`src/rtl/muldiv_unit.sv`:
```
// Iterative radix-2 multiply/divide unit with architectural HI/LO for the execute stage.
// One shift-add or restoring-divide step per cycle; results commit after WIDTH steps.
module muldiv_unit #(
  parameter int WIDTH = 32
) (
  input  logic             clk,
  input  logic             rst,
  input  logic             start,
  input  logic [2:0]       op,
  input  logic [WIDTH-1:0] a,
  input  logic [WIDTH-1:0] b,
  input  logic             cancel,
  output logic             stall_req,
  output logic             busy,
  output logic             done,
  output logic             div_by_zero,
  output logic [WIDTH-1:0] hi,
  output logic [WIDTH-1:0] lo
);
  localparam int CW = (WIDTH > 1) ? $clog2(WIDTH) : 1;
  localparam logic [CW-1:0] LAST = CW'(WIDTH - 1);

  typedef enum logic [1:0] {S_IDLE, S_CALC, S_DONE} state_t;

  state_t               r_state;
  logic [CW-1:0]        r_cnt;
  logic [WIDTH-1:0]     r_opd;
  logic [2*WIDTH-1:0]   r_acc;
  logic                 r_is_div;
  logic                 r_neg_res;
  logic                 r_neg_rem;
  logic                 r_dbz;
  logic                 r_busy;
  logic                 r_done;
  logic                 r_dbz_out;
  logic [WIDTH-1:0]     r_hi;
  logic [WIDTH-1:0]     r_lo;

  logic                 w_signed;
  logic                 w_issue;
  logic                 w_mt;
  logic [WIDTH-1:0]     w_abs_a;
  logic [WIDTH-1:0]     w_abs_b;
  logic [WIDTH:0]       w_madd;
  logic [2*WIDTH-1:0]   w_mul_nxt;
  logic [WIDTH:0]       w_shift;
  logic [WIDTH+1:0]     w_trial;
  logic                 w_ok;
  logic [WIDTH-1:0]     w_rem_nxt;
  logic [2*WIDTH-1:0]   w_div_nxt;
  logic [2*WIDTH-1:0]   w_step;
  logic [2*WIDTH-1:0]   w_prod;
  logic [WIDTH-1:0]     w_quo;
  logic [WIDTH-1:0]     w_rem;

  assign w_signed  = ~op[0];
  assign w_issue   = start & ~op[2] & ~cancel & (r_state != S_CALC);
  assign w_mt      = start & ~cancel & (r_state != S_CALC) & (op[2:1] == 2'b10);
  assign stall_req = w_issue | (r_state == S_CALC);

  assign w_abs_a = (w_signed && a[WIDTH-1]) ? -a : a;
  assign w_abs_b = (w_signed && b[WIDTH-1]) ? -b : b;

  // Multiply: acc = {partial, multiplier}; add multiplicand when LSB set, then shift right.
  assign w_madd    = {1'b0, r_acc[2*WIDTH-1:WIDTH]} + (r_acc[0] ? {1'b0, r_opd} : '0);
  assign w_mul_nxt = {w_madd, r_acc[WIDTH-1:1]};

  // Divide: acc = {remainder, dividend/quotient}; shift in next bit, keep difference if non-negative.
  assign w_shift   = {r_acc[2*WIDTH-1:WIDTH], r_acc[WIDTH-1]};
  assign w_trial   = {1'b0, w_shift} - {2'b00, r_opd};
  assign w_ok      = ~w_trial[WIDTH+1];
  assign w_rem_nxt = w_ok ? w_trial[WIDTH-1:0] : w_shift[WIDTH-1:0];
  assign w_div_nxt = {w_rem_nxt, r_acc[WIDTH-2:0], w_ok};

  assign w_step = r_is_div ? w_div_nxt : w_mul_nxt;
  assign w_prod = r_neg_res ? -w_step : w_step;
  assign w_quo  = r_neg_res ? -w_step[WIDTH-1:0] : w_step[WIDTH-1:0];
  assign w_rem  = r_neg_rem ? -w_step[2*WIDTH-1:WIDTH] : w_step[2*WIDTH-1:WIDTH];

  always_ff @(posedge clk) begin
    if (rst) begin
      r_state   <= S_IDLE;
      r_cnt     <= '0;
      r_hi      <= '0;
      r_lo      <= '0;
      r_busy    <= 1'b0;
      r_done    <= 1'b0;
      r_dbz_out <= 1'b0;
    end else begin
      r_done    <= 1'b0;
      r_dbz_out <= 1'b0;
      case (r_state)
        S_CALC: begin
          if (cancel) begin
            r_state <= S_IDLE;
            r_busy  <= 1'b0;
          end else begin
            r_acc <= w_step;
            r_cnt <= r_cnt + CW'(1);
            if (r_cnt == LAST) begin
              r_state   <= S_DONE;
              r_busy    <= 1'b0;
              r_done    <= 1'b1;
              r_dbz_out <= r_dbz;
              // A zero divisor still iterates but leaves HI/LO untouched.
              if (!r_dbz) begin
                if (r_is_div) begin
                  r_lo <= w_quo;
                  r_hi <= w_rem;
                end else begin
                  {r_hi, r_lo} <= w_prod;
                end
              end
            end
          end
        end
        default: begin
          r_state <= S_IDLE;
          if (w_issue) begin
            r_state   <= S_CALC;
            r_busy    <= 1'b1;
            r_cnt     <= '0;
            r_is_div  <= op[1];
            r_neg_res <= w_signed & (a[WIDTH-1] ^ b[WIDTH-1]);
            r_neg_rem <= w_signed & a[WIDTH-1];
            r_dbz     <= op[1] & (b == '0);
            r_opd     <= op[1] ? w_abs_b : w_abs_a;
            r_acc     <= {{WIDTH{1'b0}}, (op[1] ? w_abs_a : w_abs_b)};
          end else if (w_mt) begin
            if (op[0]) r_lo <= a;
            else       r_hi <= a;
          end
        end
      endcase
    end
  end

  assign busy        = r_busy;
  assign done        = r_done;
  assign div_by_zero = r_dbz_out;
  assign hi          = r_hi;
  assign lo          = r_lo;
endmodule
```
`config.mk`:
```
export PLATFORM = sky130hd
export DESIGN_NAME = muldiv_unit
export DESIGN_NICKNAME = d
export VERILOG_FILES = /design/src/rtl/muldiv_unit.sv
export SDC_FILE = /design/constraint.sdc
export NUM_CORES = 1
export LEC_CHECK = 0
export CAP_MARGIN = 5
export CORE_UTILIZATION = 50
export DETAILED_ROUTE_END_ITERATION = 7
export PLACE_DENSITY = 0.78
export SLEW_MARGIN = 20
export SYNTH_ARGS = -nofsm -noshare
export SYNTH_HDL_FRONTEND = slang
export SYNTH_SLANG_ARGS = --single-unit
```
`constraint.sdc`:
```
create_clock -name clk -period 4.6 [get_ports clk]
set_clock_uncertainty 0.05 [all_clocks]
set_input_delay 0.69 -clock clk [delete_from_list [all_inputs] [get_ports clk]]
set_output_delay 0.69 -clock clk [all_outputs]
set_load 0.1 [all_outputs]
```
Word level (Yosys, flattened, before mapping)
Index checks and enable logic that the tools add are counted.
{"block": "totals", "regBits": 174, "input_bits": 71, "output_inout_bits": 68, "wordCells": 104}
{"block": "classes", "add_sub_neg": 8, "eq_ne": 10, "mux": 41, "bitwise_logic": 18, "n_reduce_logical": 14}
{"operator": "2-to-1 mux 32 bit", "n": 24}
{"operator": "2-to-1 mux 64 bit", "n": 5}
{"operator": "negator 32 bit", "n": 4}
{"operator": "negator 64 bit", "n": 1}
{"operator": "subtractor 33 x 32 -> 34 bit", "n": 1}
{"operator": "adder 32 x 32 -> 33 bit", "n": 1}
{"operator": "logical NOT 32 bit", "n": 1}
{"operator": "2-to-1 mux 5 bit", "n": 3}
{"operator": "AND reduction 6 bit", "n": 2}
{"operator": "AND 1 bit", "n": 9}
{"operator": "!= test 2 x 1 -> 1 bit (second input constant)", "n": 4}
{"operator": "inverter 1 bit", "n": 7}
{"operator": "2-to-1 mux 1 bit", "n": 6}
{"operator": "2-to-1 mux 2 bit", "n": 3}
{"operator": "AND reduction 3 bit", "n": 2}
{"operator": "nonzero test 2 bit", "n": 3}
{"operator": "adder 5 x 1 -> 5 bit (second input constant)", "n": 1}
{"operator": "== test 5 bit (second input constant)", "n": 1}
{"operator": "!= test 2 bit (second input constant)", "n": 2}
{"operator": "AND reduction 2 bit", "n": 2}
{"operator": "OR reduction 4 bit", "n": 1}
{"operator": "!= test 3 x 2 -> 1 bit (second input constant)", "n": 1}
{"operator": "OR reduction 3 bit", "n": 1}
{"operator": "== test 2 x 1 -> 1 bit (second input constant)", "n": 1}
{"operator": "4 further kinds", "n": 5}

Depth between registers and ports, before layout
{"block": "logic_depth", "ltp_word": 10, "ltp_mapped": 23, "depth_no_buf": 20}

Least setup slack after synthesis
OpenSTA, ideal clock, no wires.
{"block": "synth_path", "path_kind": "register to register", "from": "register r_is_div", "to": "register r_hi[22] (netlist: hi[22])", "setup_ps": 75, "arrival_time_ps": 4743, "required_time_ps": 4475, "setup_slack_ps": -267, "path_stages_with_launch": 20, "period_less_slack_ps": 4867, "cell_sequence": "edfxtp_1 > buf_4 > buf_2 > buf_2 > buf_2 > buf_2 > buf_2 > buf_1 > clkbuf_1 > mux2i_1 > ha_1 > nand2_1 > or3_1 > or3_1 > o21ai_1 > o22ai_1 > o31ai_1 > xnor2_1 > nand2_1 > a31oi_1"}
{"block": "synth_via", "elab_chain_len": 8, "elab_cells_between_ends": 10, "cone_classes": "add/sub (2); mux (8)"}
{"element": "start, declared", "line_no": "29", "text": "logic r_is_div;"}
{"element": "start signal, assigned", "line_no": "123", "text": "r_is_div <= op[1];"}
{"element": "2-to-1 mux 64 bit", "line_no": "75", "text": "assign w_step = r_is_div ? w_div_nxt : w_mul_nxt;"}
{"element": "negator 64 bit / negator 32 bit (equally long branches)", "line_no": "76, 78"}
{"element": "2-to-1 mux 64 bit / 2-to-1 mux 32 bit (equally long branches)", "line_no": "76, 78"}
{"element": "2-to-1 mux 32 bit *", "line_no": "107", "text": "if (r_is_div) begin"}
{"element": "2-to-1 mux 32 bit *", "line_no": "106", "text": "if (!r_dbz) begin"}
{"element": "2-to-1 mux 32 bit *", "line_no": "100", "text": "if (r_cnt == LAST) begin"}
{"element": "2-to-1 mux 32 bit *", "line_no": "94", "text": "if (cancel) begin"}
{"element": "2-to-1 mux 32 bit *", "line_no": "92", "text": "case (r_state)"}
{"element": "end signal, assigned", "line_no": "109", "text": "r_hi <= w_rem;"}
{"element": "end signal, assigned", "line_no": "111", "text": "{r_hi, r_lo} <= w_prod;"}
{"element": "end, declared", "line_no": "36", "text": "logic [WIDTH-1:0] r_hi;"}
Every way passes the cells marked *; elsewhere a longest branch is shown, timed or not. The select of a mux whose other input is x is not followed.
A chain may end at the register's enable or synchronous reset.

Final worst setup path
{"block": "layout_path", "from": "register r_acc[0]", "to": "register r_hi[24] (netlist: hi[24])"}
{"block": "layout_via", "elab_chain_len": 10, "elab_cells_between_ends": 12, "cone_classes": "add/sub (3); mux (9)"}
{"element": "start, declared", "line_no": "28", "text": "logic [2*WIDTH-1:0] r_acc;"}
{"element": "start signal, assigned", "line_no": "98", "text": "r_acc <= w_step;"}
{"element": "start signal, assigned", "line_no": "128", "text": "r_acc <= {{WIDTH{1'b0}}, (op[1] ? w_abs_a : w_abs_b)};"}
{"element": "2-to-1 mux 32 bit", "line_no": "65", "text": "assign w_madd = {1'b0, r_acc[2*WIDTH-1:WIDTH]} + (r_acc[0] ? {1'b0, r_opd} : '0);"}
{"element": "adder 32 x 32 -> 33 bit", "line_no": "65"}
{"element": "2-to-1 mux 64 bit *", "line_no": "75"}
{"element": "negator 64 bit / negator 32 bit (equally long branches)", "line_no": "76, 78"}
{"element": "2-to-1 mux 64 bit / 2-to-1 mux 32 bit (equally long branches)", "line_no": "76, 78"}
{"element": "2-to-1 mux 32 bit *", "line_no": "107"}
{"element": "2-to-1 mux 32 bit *", "line_no": "106"}
{"element": "2-to-1 mux 32 bit *", "line_no": "100"}
{"element": "2-to-1 mux 32 bit *", "line_no": "94"}
{"element": "2-to-1 mux 32 bit *", "line_no": "92"}
Marks and branches as above.

==> results.md <==
* # placed instances at 2668
* Synth cell types at 96
* CTS max path bufs at 2
* # port buffers at 138
* Top FF cell, synth: edfxtp_1
* Synthesized area per cell at 7.85 sq um
* Worst hold slack at 0.416 ns
* Post-synthesis sequential area ratio at 28.5%
* Detail Route Antenna Nets at 0
* Synth warn at 0
* Hold Crit Class: flop to flop
* Arrival time at the worst endpoint at 4.78 ns
* TritonCTS clock tree: done
* Bufs and invs on worst path at 4
* Setup crit start kind: flop
* DRT Pass-1 Iters at 8
* FP Rows at 64
* Final setup violation count at 0
* Synth area leaders: edfxtp_1, dfxtp_1, a21oi_1
* Fill cells at 2660
* Pwr dens at 219 nW/um^2
* RD Place Congestion at 0.992
* Worst-Margin Slew at 1.06 ns
* Number of diodes at 0
* Dominant cell type by area after synthesis: edfxtp_1
* TritonCTS buffer count at 17
* Root Buffer: clkbuf_16
* Worst-path clk slew at 0.08 ns
* Vias at 17600
* Pwr Total at 4.41 mW
* Routed WL at 66400 um
* Final Max Slew Viols at 0
* Critical-path top delay cell: nor4b_2
* Fin. Hold Viols at 0
* Core area at 30800 sq um
* Area Overhead vs Synth at 28.0%
* First-pass GRT wire length at 99200 um
* Seq cells post-synth at 174
* Dpl hpwl at 51400 um
* Starting density of the core at 51.1%
* Yosys top cell area share at 19.1%
* Static Leak at 7.99 nW
* Layout cells sized above 1 at 18.1%
* Post-Syn Area at 15800 sq um
* Synth Instances at 2009
* RSZ-0062 raised after global routing: yes
* Critical Path RT at 4.86 ns
* Residual overflow from global routing at 0
* Max Fclk at 221 MHz
* Max-cap viol count at 0
* Clock sinks at 174
* Cell Chain, Critical Path: buf_6, and2_4, ha_4, fa_2, a21oi_4, o211ai_1, a211oi_2, buf_6, a21bo_4, a21boi_0, xnor2_1, a2bb2oi_2, buf_4, buf_4, nor4b_2, a31oi_1, or3_1, nand3_1, a31oi_1
* Detailed Route Iter0 Violations at 2048
* Vias in the first global route at 16900
* Worst skew pair latency at 0.45 ns
* Ys async rst share at 0%
* CP max FO at 8
* EDFF count, synth at 100
* Die Y at 180 um
* Layout Cells excl Fill at 2712
* Period utilization at 98.2%
* Peak supply drop at 0.207 mV
* Relative slew slack at 29.1%
* Failing checks: design-rule violations
* Minimum clock period at 4.51 ns
* # IOs at 139
* H-Tree Depth at 4
* Initial antenna violation count at 3
* CP peak stage delay at 0.51 ns
* Die Wd at 180 um
* Crit. End Element: flop
* Die ar. at 32200 sq um
* Avg WL per Cell at 24.5 um
* Nets at 2446
* Status: finished, violations left
* Total track usage at 40.2%
* Largest net degree at the start of global routing at 119
* Util after Layout at 65.5%
* WS Path Type: flop to flop
* Drt drc at 1
* Most instantiated cells after synthesis: a21oi_1, nor2_1, nand2_1
* Largest delay share family, worst path: compound AO/OA/AOI/OAI gates
* Number of vias per cell at 6.49
* Syn Nets at 2152
[report_power, final]
group          switching, mW  leakage, nW  internal (mW)
logic                  0.734         6.19          0.445
clock network          0.779        0.279          0.732
registers             0.0278         1.51           1.69
total                   1.54         7.99           2.87
[per-layer routing]
metal / part of all wire [%] / up-vias / global-route usage, %
met2: 46 / 1031 / 66.9
met3: 8.4 / 248 / 6.06
met4: 7.4 / 0 / 27.1
li1: - / 7961 / -
met5: 0 / - / 0
met1: 38 / 8360 / 48.4
[cell usage in the layout, fill, tap and decap left out, types with 9 or more instances in the layout]
cell and instances:
a311oi_1 22, nor3_1 41, o22ai_1 13, clkdlybuf4s50_1 135, mux2_2 9, mux2i_1 76, and3_1 20, xnor2_1 90
o21a_1 13, or3_1 21, nand4_1 18, o21ai_1 16, o31ai_1 20, nor2_1 217, a211oi_1 14, buf_4 240
nor2b_1 14, ha_1 62, a21o_1 35, xor2_1 56, clkbuf_16 17, a31oi_1 34, edfxtp_1 100, nor4_1 17
a21oi_2 11, nand2_1 206, nand3_1 39, a21oi_1 211, o211ai_1 17, inv_1 67, nand2b_1 17, and2_1 23
o21ai_0 118, dfxtp_1 74
[per-stage QoR]
step	worst slack (ns)	setup TNS, ns	cell area [sq um]
floorplan	0.0194	0	15800
global placement	-0.0342	-0.0528	19100
detailed placement	-0.0930	-0.258	19100
CTS	0.00120	0	19700
global route	-0.0984	-0.306	20200
finish	0.0851	0	20200
[worst register-to-register path: cells and delay by family (launching register included)]
kind / cells / cell delay (ns)
flops: 1 / 0.43
fa+ha+maj: 2 / 0.55
buf+inv: 4 / 0.66
simple gates: 4 / 1.11
compound gates: 8 / 1.31
xor+xnor: 1 / 0.26
[registers in the layout, summed over array words and instances (netlist names), 2 cells and up]
name     flops
hi          32
lo          32
r_acc       64
r_cnt        5
r_opd       32
r_state      2
[cells by family (layout without fill, tap and decap cells)]
group,count (synthesis),after routing,synth area share [%]
simple gates,706,706,21.4
compound gates,637,637,25.8
buf+inv,188,495,4.82
flops,174,174,28.5
xor+xnor,146,146,8.11
mux,86,86,5.53
fa+ha+maj,72,72,5.81
[area by class of cell]
type                            instances  area [sq um]  share of cell area [%]
Clock buffer                           17           425                    2.11
Clock inverter                         15           168                   0.831
Inverter                               72           270                    1.34
Multi-Input combinational cell       1647         10900                    54.2
Sequential cell                       174          4480                    22.2
Tap cell                              396           495                    2.46
Timing Repair Buffer                  391          3390                    16.8
[worst paths after layout]
kind              depth (start not counted)             endpoint  slack, ns                 from
hold / removal                            2  hi[13]$_SDFFE_PP0P_       0.42  hi[13]$_SDFFE_PP0P_
hold reg to reg                           2  hi[13]$_SDFFE_PP0P_       0.42  hi[13]$_SDFFE_PP0P_
setup / recovery                         19  hi[24]$_SDFFE_PP0P_       0.09   r_acc[0]$_DFFE_PP_
setup reg to reg                         19  hi[24]$_SDFFE_PP0P_       0.09   r_acc[0]$_DFFE_PP_
[timing repair]
action | in CTS | in global routing
hold buffers | 0 | 0
endpoints found under the setup margin | 9 | 27
gates resized for setup | 10 | 87
pin swaps | 1 | 33
buffers inserted | 0 | 12
gates cloned | 0 | 0
(Power assumes the default switching activity.)
